`src/rtl/wb_exc_commit_pkg.sv`:
```
// wb_exc_commit_pkg
//   Shared constants for the write-back / exception commit stage:
//   MIPS exception codes, the general exception vector, the CP0
//   register addresses ({rd,sel}) and the packed WB payload record.
package wb_exc_commit_pkg;

    typedef enum logic [4:0] {
        EXC_INT  = 5'h00,
        EXC_ADEL = 5'h04,
        EXC_ADES = 5'h05,
        EXC_SYS  = 5'h08,
        EXC_BP   = 5'h09,
        EXC_RI   = 5'h0a,
        EXC_OV   = 5'h0c
    } excode_e;

    localparam logic [31:0] EXC_VECTOR = 32'hbfc0_0380;

    // CP0 register addresses, {rd[4:0], sel[2:0]}
    localparam logic [7:0] CR_BADVADDR = 8'h40;
    localparam logic [7:0] CR_COUNT    = 8'h48;
    localparam logic [7:0] CR_COMPARE  = 8'h58;
    localparam logic [7:0] CR_STATUS   = 8'h60;
    localparam logic [7:0] CR_CAUSE    = 8'h68;
    localparam logic [7:0] CR_EPC      = 8'h70;

    typedef struct packed {
        logic [31:0] pc;
        logic [31:0] result;
        logic [31:0] badvaddr;
        logic [4:0]  excode;
        logic [7:0]  c0_addr;
        logic [4:0]  dest;
        logic        ex;
        logic        bd;
        logic        eret;
        logic        mtc0;
        logic        mfc0;
        logic        rf_we;
    } ws_payload_t;

endpackage

```
`src/rtl/wb_exc_commit.sv`:
```
// wb_exc_commit
//   Single-entry write-back stage that commits one instruction per cycle
//   and resolves exceptions, interrupts and eret toward CP0 and the
//   pipeline front end.
//
// Ports
//   clk, reset                  clock, synchronous active-high reset
//   ms_to_ws_valid / ws_allowin MEM->WB handshake
//   ms_*                        MEM payload (pc, result, badvaddr, flags,
//                               excode, c0_addr, dest)
//   has_int, c0_epc, c0_rdata   CP0 status inputs
//   mtc0_we, wb_ex, wb_bd,      CP0 commit strobes and exception info
//   eret_flush, c0_raddr,
//   c0_wdata, wb_pc,
//   wb_badvaddr, wb_excode
//   rf_we, rf_waddr, rf_wdata   GPR write port
//   flush, flush_pc             pipeline flush and redirect target
//   ws_ex_block                 WB holds an exception/eret/interrupt
module wb_exc_commit
    import wb_exc_commit_pkg::*;
(
    input  logic        clk,
    input  logic        reset,

    input  logic        ms_to_ws_valid,
    output logic        ws_allowin,
    input  logic [31:0] ms_pc,
    input  logic [31:0] ms_result,
    input  logic [31:0] ms_badvaddr,
    input  logic        ms_ex,
    input  logic        ms_bd,
    input  logic        ms_eret,
    input  logic        ms_mtc0,
    input  logic        ms_mfc0,
    input  logic        ms_rf_we,
    input  logic [4:0]  ms_excode,
    input  logic [7:0]  ms_c0_addr,
    input  logic [4:0]  ms_dest,

    input  logic        has_int,
    input  logic [31:0] c0_epc,
    input  logic [31:0] c0_rdata,

    output logic        mtc0_we,
    output logic        wb_ex,
    output logic        wb_bd,
    output logic        eret_flush,
    output logic [7:0]  c0_raddr,
    output logic [31:0] c0_wdata,
    output logic [31:0] wb_pc,
    output logic [31:0] wb_badvaddr,
    output logic [4:0]  wb_excode,

    output logic        rf_we,
    output logic [4:0]  rf_waddr,
    output logic [31:0] rf_wdata,

    output logic        flush,
    output logic [31:0] flush_pc,
    output logic        ws_ex_block
);

    logic        ws_valid;
    ws_payload_t ws;
    logic        eff_int;
    logic        eff_ex;
    logic        ws_take;

    // WB always completes in one cycle, so the only stall is the flush cycle,
    // which also discards whatever MEM is offering.
    assign ws_allowin = !flush;
    assign ws_take    = ws_allowin && ms_to_ws_valid;

    always_ff @(posedge clk) begin
        if (reset) begin
            ws_valid <= 1'b0;
            ws       <= '0;
        end else begin
            ws_valid <= ws_take;
            if (ws_take) begin
                ws <= '{pc:       ms_pc,
                        result:   ms_result,
                        badvaddr: ms_badvaddr,
                        excode:   ms_excode,
                        c0_addr:  ms_c0_addr,
                        dest:     ms_dest,
                        ex:       ms_ex,
                        bd:       ms_bd,
                        eret:     ms_eret,
                        mtc0:     ms_mtc0,
                        mfc0:     ms_mfc0,
                        rf_we:    ms_rf_we};
            end
        end
    end

    // An interrupt is attached to whatever instruction is committing; with
    // WB empty it simply waits for the next valid instruction.
    assign eff_int = ws_valid && has_int;
    assign eff_ex  = ws_valid && (ws.ex || has_int);

    always_comb begin
        wb_ex       = eff_ex;
        eret_flush  = ws_valid && ws.eret && !eff_ex;
        wb_excode   = eff_int ? EXC_INT : ws.excode;
        wb_pc       = ws.pc;
        wb_bd       = ws.bd;
        wb_badvaddr = ws.badvaddr;

        mtc0_we     = ws_valid && ws.mtc0 && !eff_ex;
        c0_wdata    = ws.result;
        c0_raddr    = ws.c0_addr;

        rf_we       = ws_valid && ws.rf_we && !eff_ex;
        rf_waddr    = ws.dest;
        rf_wdata    = ws.mfc0 ? c0_rdata : ws.result;

        flush       = wb_ex || eret_flush;
        flush_pc    = '0;
        if (wb_ex) begin
            flush_pc = EXC_VECTOR;
        end else if (eret_flush) begin
            flush_pc = c0_epc;
        end

        ws_ex_block = ws_valid && (ws.ex || ws.eret || has_int);
    end

endmodule

```
`config.mk`:
```
export PLATFORM = sky130hd
export DESIGN_NAME = wb_exc_commit
export DESIGN_NICKNAME = d
export VERILOG_FILES = /design/src/rtl/wb_exc_commit_pkg.sv /design/src/rtl/wb_exc_commit.sv
export SDC_FILE = /design/constraint.sdc
export NUM_CORES = 1
export LEC_CHECK = 0
export BUFFER_PORTS_ARGS = -buffer_cell sky130_fd_sc_hd__buf_4
export CAP_MARGIN = 20
export CORE_AREA = 2 2 145 147
export DETAILED_ROUTE_END_ITERATION = 16
export DIE_AREA = 0 0 147 149
export GPL_TIMING_DRIVEN = 0
export HOLD_SLACK_MARGIN = 0.06
export PLACE_DENSITY = 0.76
export REMOVE_ABC_BUFFERS = 1
export SLEW_MARGIN = 10
export SYNTH_ARGS = -nofsm -noshare
export SYNTH_HDL_FRONTEND = slang
export SYNTH_SLANG_ARGS = --single-unit
```
`constraint.sdc`:
```
create_clock -name clk -period 1.5 [get_ports clk]
set_input_delay 0.225 -clock clk [delete_from_list [all_inputs] [get_ports clk]]
set_output_delay 0.225 -clock clk [all_outputs]
set_load 0.02 [all_outputs]
```
==> flow_metrics.py <==
metrics = {
    "routing": {
        "drtPass1Iterations": 4,
        "ant_nets": 0,
        "route.detailed.drc": 0,
        "vias": 5748,
        "wl_per_cell_um": 17.7,
        "wirelength_mm": 23.2,
        "drt_iter0_markers": 213,
        "viasPerCell": 4.39,
    },
    "synthesis": {
        "postSynthCellCount": 734,
        "synth_compound_area_share_pct": 0.127,
        "yosysMostFrequentCell": "nand2b_1",
        "syn_area_sq_um": 6900,
        "synth_seq_cells": 121,
        "synth_edf_count": 0,
        "synth_fa_ha_area_share_pct": 0,
        "syn-mean-instance-area_sq_um": 9.40,
        "synth.area.mux_share_pct": 22.6,
        "yosysWarnings": 0,
        "async_flop_share_pct": 0,
        "synth_top_family_by_area": "simple AND/OR/NAND/NOR gates",
        "synth-seq-area-share_pct": 35.1,
        "synthXorXnorAreaFrac_pct": 0,
        "synthTopCellsByArea": "dfxtp_1 (35%), nand2b_1 (22%), mux2i_1 (17%)",
        "yosys.area_share.simple_pct": 26.2,
        "synth_top_cell_by_area": "dfxtp_1",
        "ys.flop_type": "dfxtp_1",
        "ys_types": 15,
        "synth.top_cells.by_count": "nand2b_1 (240), dfxtp_1 (121), mux2i_1 (120)",
        "synth.top_cell.area_share_pct": 35.1,
    },
    "timing": {
        "holdWs_ns": 0.0813,
        "tightest_slew_ns": 0.616,
        "post-route-period-util_pct": 116,
        "clock_skew_ns": 0.00811,
        "clock.fmax_mhz": 573,
        "fin_ws_ns": -0.244,
        "fin_setup_tns_ns": -29.33,
        "slew_headroom_pct": 58.9,
        "grt_setup_unrepaired": "yes",
        "min_period_ns": 1.74,
        "setup_violations": 177,
        "drv_slew": 0,
        "hold_viol": 0,
    },
    "global_routing": {
        "grt_pass1_vias": 5699,
        "grt_first_pass_wirelength_mm": 32.4,
        "grt_start_max_net_pins": 123,
        "antenna_found_initial": 3,
        "overflow": 0,
        "track_usage_pct": 19.3,
    },
    "clock_network": {
        "cts_buffers": 17,
        "clkSinkCount": 121,
        "cts_buffer_depth": 2,
        "tritoncts": "built",
        "htree_levels": 4,
        "clk_pin_slew_ns": 0.06,
        "clk_latency_ns": 0.41,
        "cts-root-buf": "clkbuf_16",
    },
    "die": {
        "core_sq_um": 20600,
        "die_area_sq_um": 21900,
        "die_x_um": 147,
        "initial_core_util_pct": 33.5,
        "rows": 53,
        "ios": 374,
        "die_y_um": 149,
    },
    "finish": {
        "synthToLayoutAreaGrowth_pct": 60.0,
        "drive_gt1_share_pct": 52.3,
        "fin_nets": 1207,
        "nFillCells": 1769,
        "final-instance-count-excl-fill": 1310,
    },
    "flow_run": {
        "max_cap_violations": 0,
    },
    "setup_path": {
        "cp.required_ns": 1.27,
        "path_class": "register to output port",
        "cp_max_fo": 12,
        "critPathLaunchType": "register",
        "crit_path_end_kind": "output port",
        "cp.arrival_ns": 1.52,
    },
    "placed_design": {
        "place_congestion": 0.778,
        "io_buffer_count": 373,
        "dp_cells": 1228,
        "hpwl_mm": 14.3,
    },
    "outcome": {
        "failed_checks": "setup timing",
        "status": "finished, violations left",
    },
    "power": {
        "p_total_mw": 10.5,
        "p_leak_nw": 5.21,
        "vdd_drop_max_mv": 0.657,
        "p_per_area_nw_per_um2": 952,
    },
    "hold_path": {
        "hp-class": "input pin to register",
    },
}
[registers in the layout, summed over array words and instances (netlist names)]
signal and cells:
ws 10, rf_waddr 5, c0_wdata 32, wb_badvaddr 32, wb_pc 32, c0_raddr 8
ws_valid 1, wb_bd 1
[through the flow]
step | setup slack (ns) | utilization (%) | cell area, sq um
after CTS | -0.256 | 51.9 | 10700
after detailed placement | -0.786 | 44.1 | 9060
after floorplan | -3.83 | - | 5800
final | -0.244 | 53.7 | 11000
after global routing | -0.283 | 53.7 | 11000
after global placement | -5.60 | 43.5 | 8950
[cells by family (layout without fill, tap and decap cells)]
logic type      after synthesis  after routing
simple gates                300            305
buf+inv                     160            453
mux                         152            152
flops                       121            121
compound gates                1              1
other cells                   0              3
[timing repair]
item / in CTS / in global routing
gates resized for setup: 178 / 36
cloned: 11 / 10
buffers inserted: 18 / 5
setup endpoints to repair: 195 / 196
pin swaps: 28 / 7
endpoints found under the hold margin: 4 / 1
hold buffers: 4 / 1
[final cells by class]
type | count | area [sq um] | share of cell area (%)
clock inverter | 15 | 155 | 1.41
multi-input combinational | 458 | 3750 | 33.9
tap | 275 | 344 | 3.12
clock buffer | 17 | 425 | 3.85
inverter | 2 | 7.51 | 0.0680
antenna | 3 | 7.51 | 0.0680
timing repair buffer | 419 | 3920 | 35.5
sequential | 121 | 2430 | 22.1
[cells in the final DEF, fill, tap and decap left out, types with 3 or more instances in the layout]
master	n
buf_16	9
nand2_1	9
mux2_4	29
dfxtp_4	3
buf_6	84
and3_4	6
mux2_2	3
buf_12	10
and2_4	26
inv_6	7
mux2i_1	118
dlygate4sd3_1	5
diode_2	3
dfxtp_1	117
inv_8	3
nand2b_1	240
clkbuf_16	24
nand2_2	6
clkinvlp_4	4
buf_4	302
nand2_4	13
[layer usage]
layer	track usage [%]	vias to the layer above	wire, um
met5	0	-	0
met4	8.37	0	400
met3	6.67	19	1730
met2	34.9	214	12200
met1	20.4	2703	8870
li1	-	2812	-
[worst max-delay path: stages (launching register included)]
cell and delay (ns):
dfxtp_4 0.41, buf_12 0.18, mux2_4 0.36, buf_6 0.15
[where the power goes]
group | internal (mW) | switching (mW) | total, mW | leakage (nW)
combinational | 1.56 | 1.26 | 2.82 | 3.94
clock | 2.35 | 1.73 | 4.08 | 0.274
sequential | 3.45 | 0.159 | 3.60 | 1.00
[final timing paths]
path | from | to | slack [ns] | depth (start not counted)
min reg2reg | wb_badvaddr[25]$_SDFFE_PP0P_ | wb_badvaddr[25]$_SDFFE_PP0P_ | 0.47 | 2
min | ms_badvaddr[0] | wb_badvaddr[0]$_SDFFE_PP0P_ | 0.08 | 3
max | ws[1]$_SDFFE_PP0P_ | rf_wdata[1] | -0.24 | 3
max reg2reg | ws[5]$_SDFFE_PP0P_ | wb_pc[16]$_SDFFE_PP0P_ | -0.23 | 8
Power figures use the tool's default switching activity.
